**config.mk**
```make
export PLATFORM = sky130hd
export DESIGN_NAME = csa_accumulator
export DESIGN_NICKNAME = d
export VERILOG_FILES = /design/src/rtl/csa_accumulator.sv
export SDC_FILE = /design/constraint.sdc
export NUM_CORES = 1
export LEC_CHECK = 0
export CAP_MARGIN = 10
export CELL_PAD_IN_SITES_DETAIL_PLACEMENT = 0
export CELL_PAD_IN_SITES_GLOBAL_PLACEMENT = 1
export CORE_AREA = 5 5 99 101
export DETAILED_ROUTE_END_ITERATION = 16
export DIE_AREA = 0 0 104 106
export GPL_TIMING_DRIVEN = 0
export PLACE_DENSITY = 0.91
export SLEW_MARGIN = 40
export SYNTH_ARGS = -nofsm -noshare
export SYNTH_HDL_FRONTEND = slang
export SYNTH_SLANG_ARGS = --single-unit
```
**constraint.sdc**
```tcl
create_clock -name clk -period 3.5 [get_ports clk]
set_input_delay 1.05 -clock clk [delete_from_list [all_inputs] [get_ports clk]]
set_output_delay 1.05 -clock clk [all_outputs]
set_load 0.02 [all_outputs]
```
**src/rtl/csa_accumulator.sv**
```systemverilog
// csa_accumulator
// Streams unsigned operands into a carry-save (sum/carry) register pair.
// After the last beat of a group, the pair is resolved by repeating the
// carry-propagate step until the carry word is zero. The result is then
// presented on a valid/ready port. Dropped carry MSBs set a sticky
// overflow flag.
//
// state   | meaning
// --------+-------------------------------------------------------------
// ACCUM   | accepting operand beats into the carry-save pair
// RESOLVE | rippling the carry word into the sum, one step per cycle
// OUTPUT  | holding the resolved result until the consumer takes it
module csa_accumulator #(
  parameter int WIDTH   = 16,
  parameter int COUNT_W = 8
) (
  input  logic               clk,
  input  logic               rst,
  input  logic               in_valid,
  output logic               in_ready,
  input  logic [WIDTH-1:0]   in_data,
  input  logic               in_last,
  output logic               out_valid,
  input  logic               out_ready,
  output logic [WIDTH-1:0]   out_sum,
  output logic               out_overflow,
  output logic [COUNT_W-1:0] out_count
);

  typedef enum logic [1:0] {
    ACCUM   = 2'd0,
    RESOLVE = 2'd1,
    OUTPUT  = 2'd2
  } state_t;

  state_t             state;
  logic [WIDTH-1:0]   s_reg;
  logic [WIDTH-1:0]   c_reg;
  logic               ovf_reg;
  logic [COUNT_W-1:0] cnt_reg;
  logic [WIDTH-1:0]   maj;
  logic [WIDTH-1:0]   prop;
  logic               in_fire;

  // Carry-generate terms: 3:2 majority for a new beat, 2:2 AND while resolving
  always_comb begin
    maj  = (s_reg & c_reg) | (s_reg & in_data) | (c_reg & in_data);
    prop = s_reg & c_reg;
  end

  // in_ready depends only on state and reset, never on in_valid
  assign in_ready = (state == ACCUM) && !rst;
  assign in_fire  = in_valid && in_ready;

  // Datapath, sequencing and registered result port
  always_ff @(posedge clk or posedge rst) begin
    if (rst) begin
      state        <= ACCUM;
      s_reg        <= '0;
      c_reg        <= '0;
      ovf_reg      <= 1'b0;
      cnt_reg      <= '0;
      out_valid    <= 1'b0;
      out_sum      <= '0;
      out_overflow <= 1'b0;
      out_count    <= '0;
    end else begin
      case (state)
        ACCUM: begin
          if (in_fire) begin
            s_reg   <= s_reg ^ c_reg ^ in_data;
            c_reg   <= {maj[WIDTH-2:0], 1'b0};
            ovf_reg <= ovf_reg | maj[WIDTH-1];
            if (cnt_reg != {COUNT_W{1'b1}}) begin
              cnt_reg <= cnt_reg + COUNT_W'(1);
            end
            if (in_last) begin
              state <= RESOLVE;
            end
          end
        end
        RESOLVE: begin
          if (c_reg == '0) begin
            // Pair is fully resolved; latch the result into the port registers
            state        <= OUTPUT;
            out_valid    <= 1'b1;
            out_sum      <= s_reg;
            out_overflow <= ovf_reg;
            out_count    <= cnt_reg;
          end else begin
            s_reg   <= s_reg ^ c_reg;
            c_reg   <= {prop[WIDTH-2:0], 1'b0};
            ovf_reg <= ovf_reg | prop[WIDTH-1];
          end
        end
        OUTPUT: begin
          if (out_ready) begin
            state        <= ACCUM;
            s_reg        <= '0;
            c_reg        <= '0;
            ovf_reg      <= 1'b0;
            cnt_reg      <= '0;
            out_valid    <= 1'b0;
            out_sum      <= '0;
            out_overflow <= 1'b0;
            out_count    <= '0;
          end
        end
        default: state <= ACCUM;
      endcase
    end
  end

endmodule

```
==> summary.txt, run 1 <==
Timing
  • Slew Limit Fails: 0
  • Relative slew slack: 0.6234
  • Worst setup margin: 0.1766 ns
  • Hold Violations, Final: 0
  • Worst-Margin Slew: between 0.5 and 0.6 ns
  • Crit path time final: about 3.3 ns
  • Crit share post-route: 0.9495
  • Max Clock Skew: approximately 0.008 ns
  • RSZ-0062 raised after global routing: no
  • Final hold slack: about 0.51 ns
  • # setup viols final: 0
  • Fmax: roughly 300 MHz

Finish
  • Seq. cell area: ~0.0017 mm^2
  • Layout Cells excl Fill: 531
  • Layout fillers: 859
  • Final Util: 0.5112
  • Area occupied by multi-input gates: around 0.0019 mm^2
  • Fraction of layout cells with a size suffix above 1: 0.08095
  • Antenna diode count: 0
  • Synth-to-Final Area Change: 21.34%
  • Nets: about 480

GRT
  • Initial antenna violation count: 0
  • GRT Resource Usage Total: 0.1730
  • Vias in the first global route: ~3100
  • GRT overflow: 0
  • Largest net degree at the start of global routing: 42
  • First-pass GRT wire length: around 15 mm

Placed design
  • Port bufs: 47
  • HPWL Detailed: between 6 and 7 mm
  • Pre-CTS WS: ~0.16 ns
  • GPL Wtd Cong: ~0.8
  • Placed insts: between 500 and 600

Route
  • Routed Antenna Nets: 0
  • WL/cell: approximately 17 um
  • DRC errors left: 0
  • Via density per instance: 5.574
  • Final wirelength: ~9 mm
  • First-pass DRT Iterations: 4
  • DR iter-0 viols: roughly 150
  • Via Count: a little under 3000

Logic synthesis
  • Post-synth top flop: dfrtp_1
  • Synth Net Count: 416
  • Syn_area_per_cell: 10.54 um^2
  • Number of warnings issued by yosys: 0
  • Seq/Total Area, Yosys: 0.4521
  • Post-synthesis register bit count: 68
  • Netlist cell types: 39
  • Post-Syn Instances: approximately 360
  • Post-synth EDFFs: 0
  • Post-Syn Area: roughly 0.0038 mm^2
  • FFs w/ async S/R, synth: 1.000

Floorplan
  • Core footprint: roughly 0.0089 mm^2
  • Die area: around 0.011 mm^2
  • Die X: 104 um
  • Die Ht: 106 um
  • Site row count: 35
  • I/O pins: between 40 and 50
  • Initial core utilization: 0.4213

Worst setup path
  • Worst reg2reg path depth: 10
  • Crit path arrival time: between 2 and 2.5 ns
  • Critical path startpoint category: input pin
  • Worst-path cell chain: clkdlybuf4s50_1 -> nor2_1 -> clkdlybuf4s50_1
  • Crit-path max FO: 3
  • R2R setup slack: around 1.1 ns
  • CP Launch Point: rst
  • CP Class: input pin to output port
  • Worst path required time: between 2 and 2.5 ns
  • Worst R2R End: c_reg[8]
  • CP peak stage delay: ~0.61 ns
  • Worst Setup End Kind: output port
  • CP max stage cell: clkdlybuf4s50_1
  • Most numerous cell on the critical path: clkdlybuf4s50_1
  • Worst R2R Start: state[0]
  • Crit path capture: in_ready

Power and ir drop
  • Leakage: roughly 2.0 nW
  • Maximum VDD drop: 338.1 uV
  • Power per cell area: ~880 mW/mm^2
  • Total power: approximately 0.0040 W

Clock network
  • Post-CTS Setup Bufs: 0
  • Worst-path clk slew: approximately 0.06 ns
  • Post-CTS Hold Fix Bufs: 0
  • Num CTS Buffers: 9
  • CTS tree: yes
  • Clock sinks: a little under 70
  • Clk_lat worst skew: roughly 0.35 ns
  • Post-CTS Resized: 0
  • CTS H-tree depth: 3
  • Clock root buffer: clkbuf_8
  • Max Root-Sink Buffers: 2

Run status
  • Outcome: complete, no violations

Flow run
  • Max Cap Viol: 0

Min path
  • HP Class: register to register
==> critical path: cells and delay by family <==
kind	cells	cell delay, ns
buf+inv	2	1.10
simple gates	1	0.12
==> placed cells by master (no fill, tap or decap), types with 4 or more instances in the layout <==
cell,instances
nand2_1,10
nor3_1,4
buf_2,9
nor2_1,9
fa_1,15
nor4_1,6
clkdlybuf4s50_1,47
inv_1,6
dfrtp_1,68
a21oi_1,34
o21ai_0,32
a22o_1,25
clkbuf_1,16
clkbuf_8,11
nand3_1,33
nor2b_1,33
ha_1,23
==> final cells by class <==
type | count | area share
Tap cell | 111 | 0.03041
Multi-Input combinational cell | 257 | 0.4195
Inverter | 7 | 0.006849
Buffer | 25 | 0.02630
Clock buffer | 13 | 0.03479
Clock inverter | 2 | 0.002192
Sequential cell | 68 | 0.3726
Timing Repair Buffer | 48 | 0.1074
==> how the worst min path moves through the flow <==
stage                     cells past startpoint         start      endpoint  slack [ns]
after global routing                          1    out_sum[9]    out_sum[9]        0.52
final                                         1   out_sum[12]   out_sum[12]        0.51
after CTS                                     1  out_count[5]  out_count[5]        0.51
after global placement                        1  out_count[6]  out_count[6]        0.49
after floorplan                               1      s_reg[0]    out_sum[0]        0.49
after detailed placement                      1    out_sum[9]    out_sum[9]        0.49
==> per-stage QoR <==
stage	area, um^2	TNS (ns)
final	4567	0
after global routing	4567	0
after CTS	4567	0
after detailed placement	4398	0
after global placement	4373	-32.39
after floorplan	3764	0
==> metal layers <==
metal	global-route usage	vias to the layer above	wire (um)
met5	0	-	0
met3	0.04432	12	407
li1	-	1400	-
met2	0.2828	82	4427
met4	0.04995	0	121
met1	0.2277	1466	4057
==> synthesized netlist by cell type, types with 6 or more instances <==
cell,n,area (um^2)
dfrtp_1,68,1702
a21oi_1,34,170.2
nand3_1,33,165.2
nor2b_1,33,206.5
o21ai_0,32,160.2
a22o_1,25,219.0
ha_1,23,287.8
fa_1,15,300.3
clkbuf_1,14,52.55
nand2_1,10,37.54
buf_2,9,45.04
nor2_1,9,33.78
inv_1,7,26.28
nor4_1,6,37.54
==> cell families after synthesis <==
logic type | Yosys count | synth area share
AO/OA/AOI/OAI | 108 | 0.1818
AND/OR/NAND/NOR | 106 | 0.1563
flip-flops | 68 | 0.4521
adder cells (fa/ha/maj) | 38 | 0.1563
buffers and inverters | 32 | 0.03890
multiplexers | 5 | 0.01463
==> power by group <==
part	switching [W]	internal (W)
sequential	0.000255	0.00103
combinational	0.00129	0.000847
clock	0.000288	0.000290
total	0.00183	0.00217
No activity file was read; power rests on OpenSTA's default activity.
==> inputs of run 2 (changes only) <==
--- a/config.mk
+++ b/config.mk
@@ -12,7 +12,8 @@
 export DETAILED_ROUTE_END_ITERATION = 16
 export DIE_AREA = 0 0 104 106
 export GPL_TIMING_DRIVEN = 0
-export PLACE_DENSITY = 0.91
+export PLACE_DENSITY = 0.81
+export REMOVE_ABC_BUFFERS = 1
 export SLEW_MARGIN = 40
 export SYNTH_ARGS = -nofsm -noshare
 export SYNTH_HDL_FRONTEND = slang
==> run 2 against run 1 <==
Flip-flop and latch count unchanged. Power down 4.9%. Worst setup slack worse by 0.0030 ns. Routed wire length down 7.8%. Maximum frequency about the same. Critical path depth unchanged. Critical endpoint unchanged. Sequential power about the same. Core utilization down 1.0 points. Combinational power down 7%. Clock-buffer cell count down 2.
==> summary.txt, run 2 (synthesis gave the netlist of run 1 again) <==
Run status
  • Outcome: complete, no violations

Route
  • DRC errors left: 0 (unchanged)
  • Final wirelength: 8.312 mm (-7.8%)
  • WL/cell: 16.30 um (-4.0%)
  • Via Count: 2849 (-3.8%)
  • First-pass DRT Iterations: 4 (unchanged)
  • DR iter-0 viols: 114 (-25%)
  • Routed Antenna Nets: 0 (unchanged)
  • Via density per instance: 5.586 (+0.21%)

Timing
  • RSZ-0062 raised after global routing: no
  • Worst-Margin Slew: 0.6120 ns (+0.04705 ns)
  • Relative slew slack: 0.5906 (-0.03281)
  • Setup TNS Final: 0 ns (unchanged)
  • Crit path time final: 3.326 ns (+0.003009 ns)
  • Slew Limit Fails: 0 (unchanged)
  • # setup viols final: 0 (unchanged)
  • Fmax: 300.6 MHz (about the same)
  • Max Clock Skew: 0.01107 ns (+0.003066 ns)
  • Crit share post-route: 0.9504 (about the same)
  • Final hold slack: 0.5046 ns (-0.003342 ns)
  • Hold Violations, Final: 0 (unchanged)

Worst setup path
  • R2R setup slack: 0.46 ns (-0.59 ns)
  • Worst R2R End: c_reg[1]
  • CP Launch Point: rst
  • Crit path capture: in_ready
  • CP Class: input pin to output port
  • Worst path required time: 2.45 ns (about the same)
  • Worst R2R Start: state[0]
  • Critical path startpoint category: input pin
  • Worst Setup End Kind: output port
  • Crit path arrival time: 2.28 ns (about the same)
  • Crit-path max FO: 3 (unchanged)
  • Worst reg2reg path depth: 7 (-3)

Floorplan
  • Die Ht: 106 um (unchanged)
  • Core footprint: 0.008934 mm^2 (unchanged)
  • I/O pins: 48 (unchanged)
  • Site row count: 35 (unchanged)
  • Die area: 0.01102 mm^2 (unchanged)
  • Die X: 104 um (unchanged)
  • Initial core utilization: 0.4213 (unchanged)

GRT
  • First-pass GRT wire length: 14.32 mm (-7.6%)
  • GRT Resource Usage Total: 0.1580 (-0.01493)
  • GRT overflow: 0 (unchanged)
  • M2 GR Usage: 0.2605 (-0.02231)
  • GR peak layer: met2
  • Initial antenna violation count: 0 (unchanged)
  • Vias in the first global route: 2888 (-7.6%)
  • Largest net degree at the start of global routing: 44 (+4.8%)
  • GR Util met3: 0.04189 (-0.002429)
  • Met1 track demand over resource: 0.2035 (-0.02418)

Clock network
  • Post-CTS Resized: 0 (unchanged)
  • Clock root buffer: clkbuf_8
  • Max Root-Sink Buffers: 2 (unchanged)
  • CTS H-tree depth: 3 (unchanged)
  • Clk_lat worst skew: 0.34 ns (about the same)
  • Post-CTS Hold Fix Bufs: 0 (unchanged)
  • CTS tree: yes
  • Clock sinks: 68 (unchanged)
  • Num CTS Buffers: 9 (unchanged)
  • Worst-path clk slew: 0.06 ns (about the same)
  • Post-CTS Setup Bufs: 0 (unchanged)

Finish
  • Antenna diode count: 0 (unchanged)
  • Nets: 455 (-4.2%)
  • Synth-to-Final Area Change: 18.95%
  • Fraction of layout cells with a size suffix above 1: 0.08521 (+0.004261)
  • Most frequent cells in the layout: dfrtp_1 (68), clkdlybuf4s50_1 (47), a21oi_1 (34)
  • Commonest non-fill, non-tap cell in the layout: dfrtp_1

Power and ir drop
  • Leakage: 1.965 nW (-2.6%)
  • Power per cell area: 850.1 mW/mm^2 (-2.9%)
  • Total power: 0.003806 W (-4.9%)
  • Maximum VDD drop: 301.0 uV (-11%)

Placed design
  • Port bufs: 47 (unchanged)
  • HPWL Detailed: 5.511 mm (-14%)
  • GPL Wtd Cong: 0.7487 (-8.6%)

Flow run
  • Max Cap Viol: 0 (unchanged)

Min path
  • HP Class: register to register
-- run 2: changes by cell type in the layout (fill, tap and decap cells not counted), sizes merged --
cell    before  now
clkbuf      27   11
buf         12    6
clkinv       2    3
-- run 2: worst min path at each step --
stage / from / endpoint / slack (ns) / cells past startpoint
after global routing: out_count[3] / out_count[3] / 0.52 / 1
after detailed placement: out_count[2] / out_count[2] / 0.49 / 1
after floorplan: s_reg[0] / out_sum[0] / 0.49 / 1
after CTS: out_count[4] / out_count[4] / 0.51 / 1
final: out_sum[5] / out_sum[5] / 0.50 / 1
after global placement: out_count[4] / out_count[4] / 0.49 / 1
-- run 2: metal layers --
layer  vias up  routed length (um)
li1       1362                   -
met1      1416                3822
met2        59                4030
met3        12                 341
met4         0                 116
met5         -                   0
-- run 2: area by class of cell --
class	instances	area, um^2
inverter	7	31.28
tap	111	138.9
sequential	68	1702
timing repair buffer	53	523.0
fill	840	4457
multi-input combinational	257	1926
clock buffer	11	141.4
clock inverter	3	15.01
-- run 2: power breakdown --
group	switching (W)	internal [W]	total (W)
logic	0.00119	0.000790	0.00198
registers	0.000246	0.00103	0.00128
clock network	0.000279	0.000265	0.000544
-- run 2: stage by stage --
step	instances	setup WS, ns	area [um^2]	util
global placement	490	-1.023	4253	0.4761
floorplan	332	0.4133	3643	-
finish	510	0.1736	4477	0.5011
CTS	510	0.1649	4477	0.5011
global route	510	0.04744	4477	0.5011
detailed placement	496	-0.1282	4320	0.4836
-- run 2: critical path, cell delays in order --
cell	delay [ns]
clkdlybuf4s50_1	0.49
nor2_1	0.13
clkdlybuf4s50_1	0.61
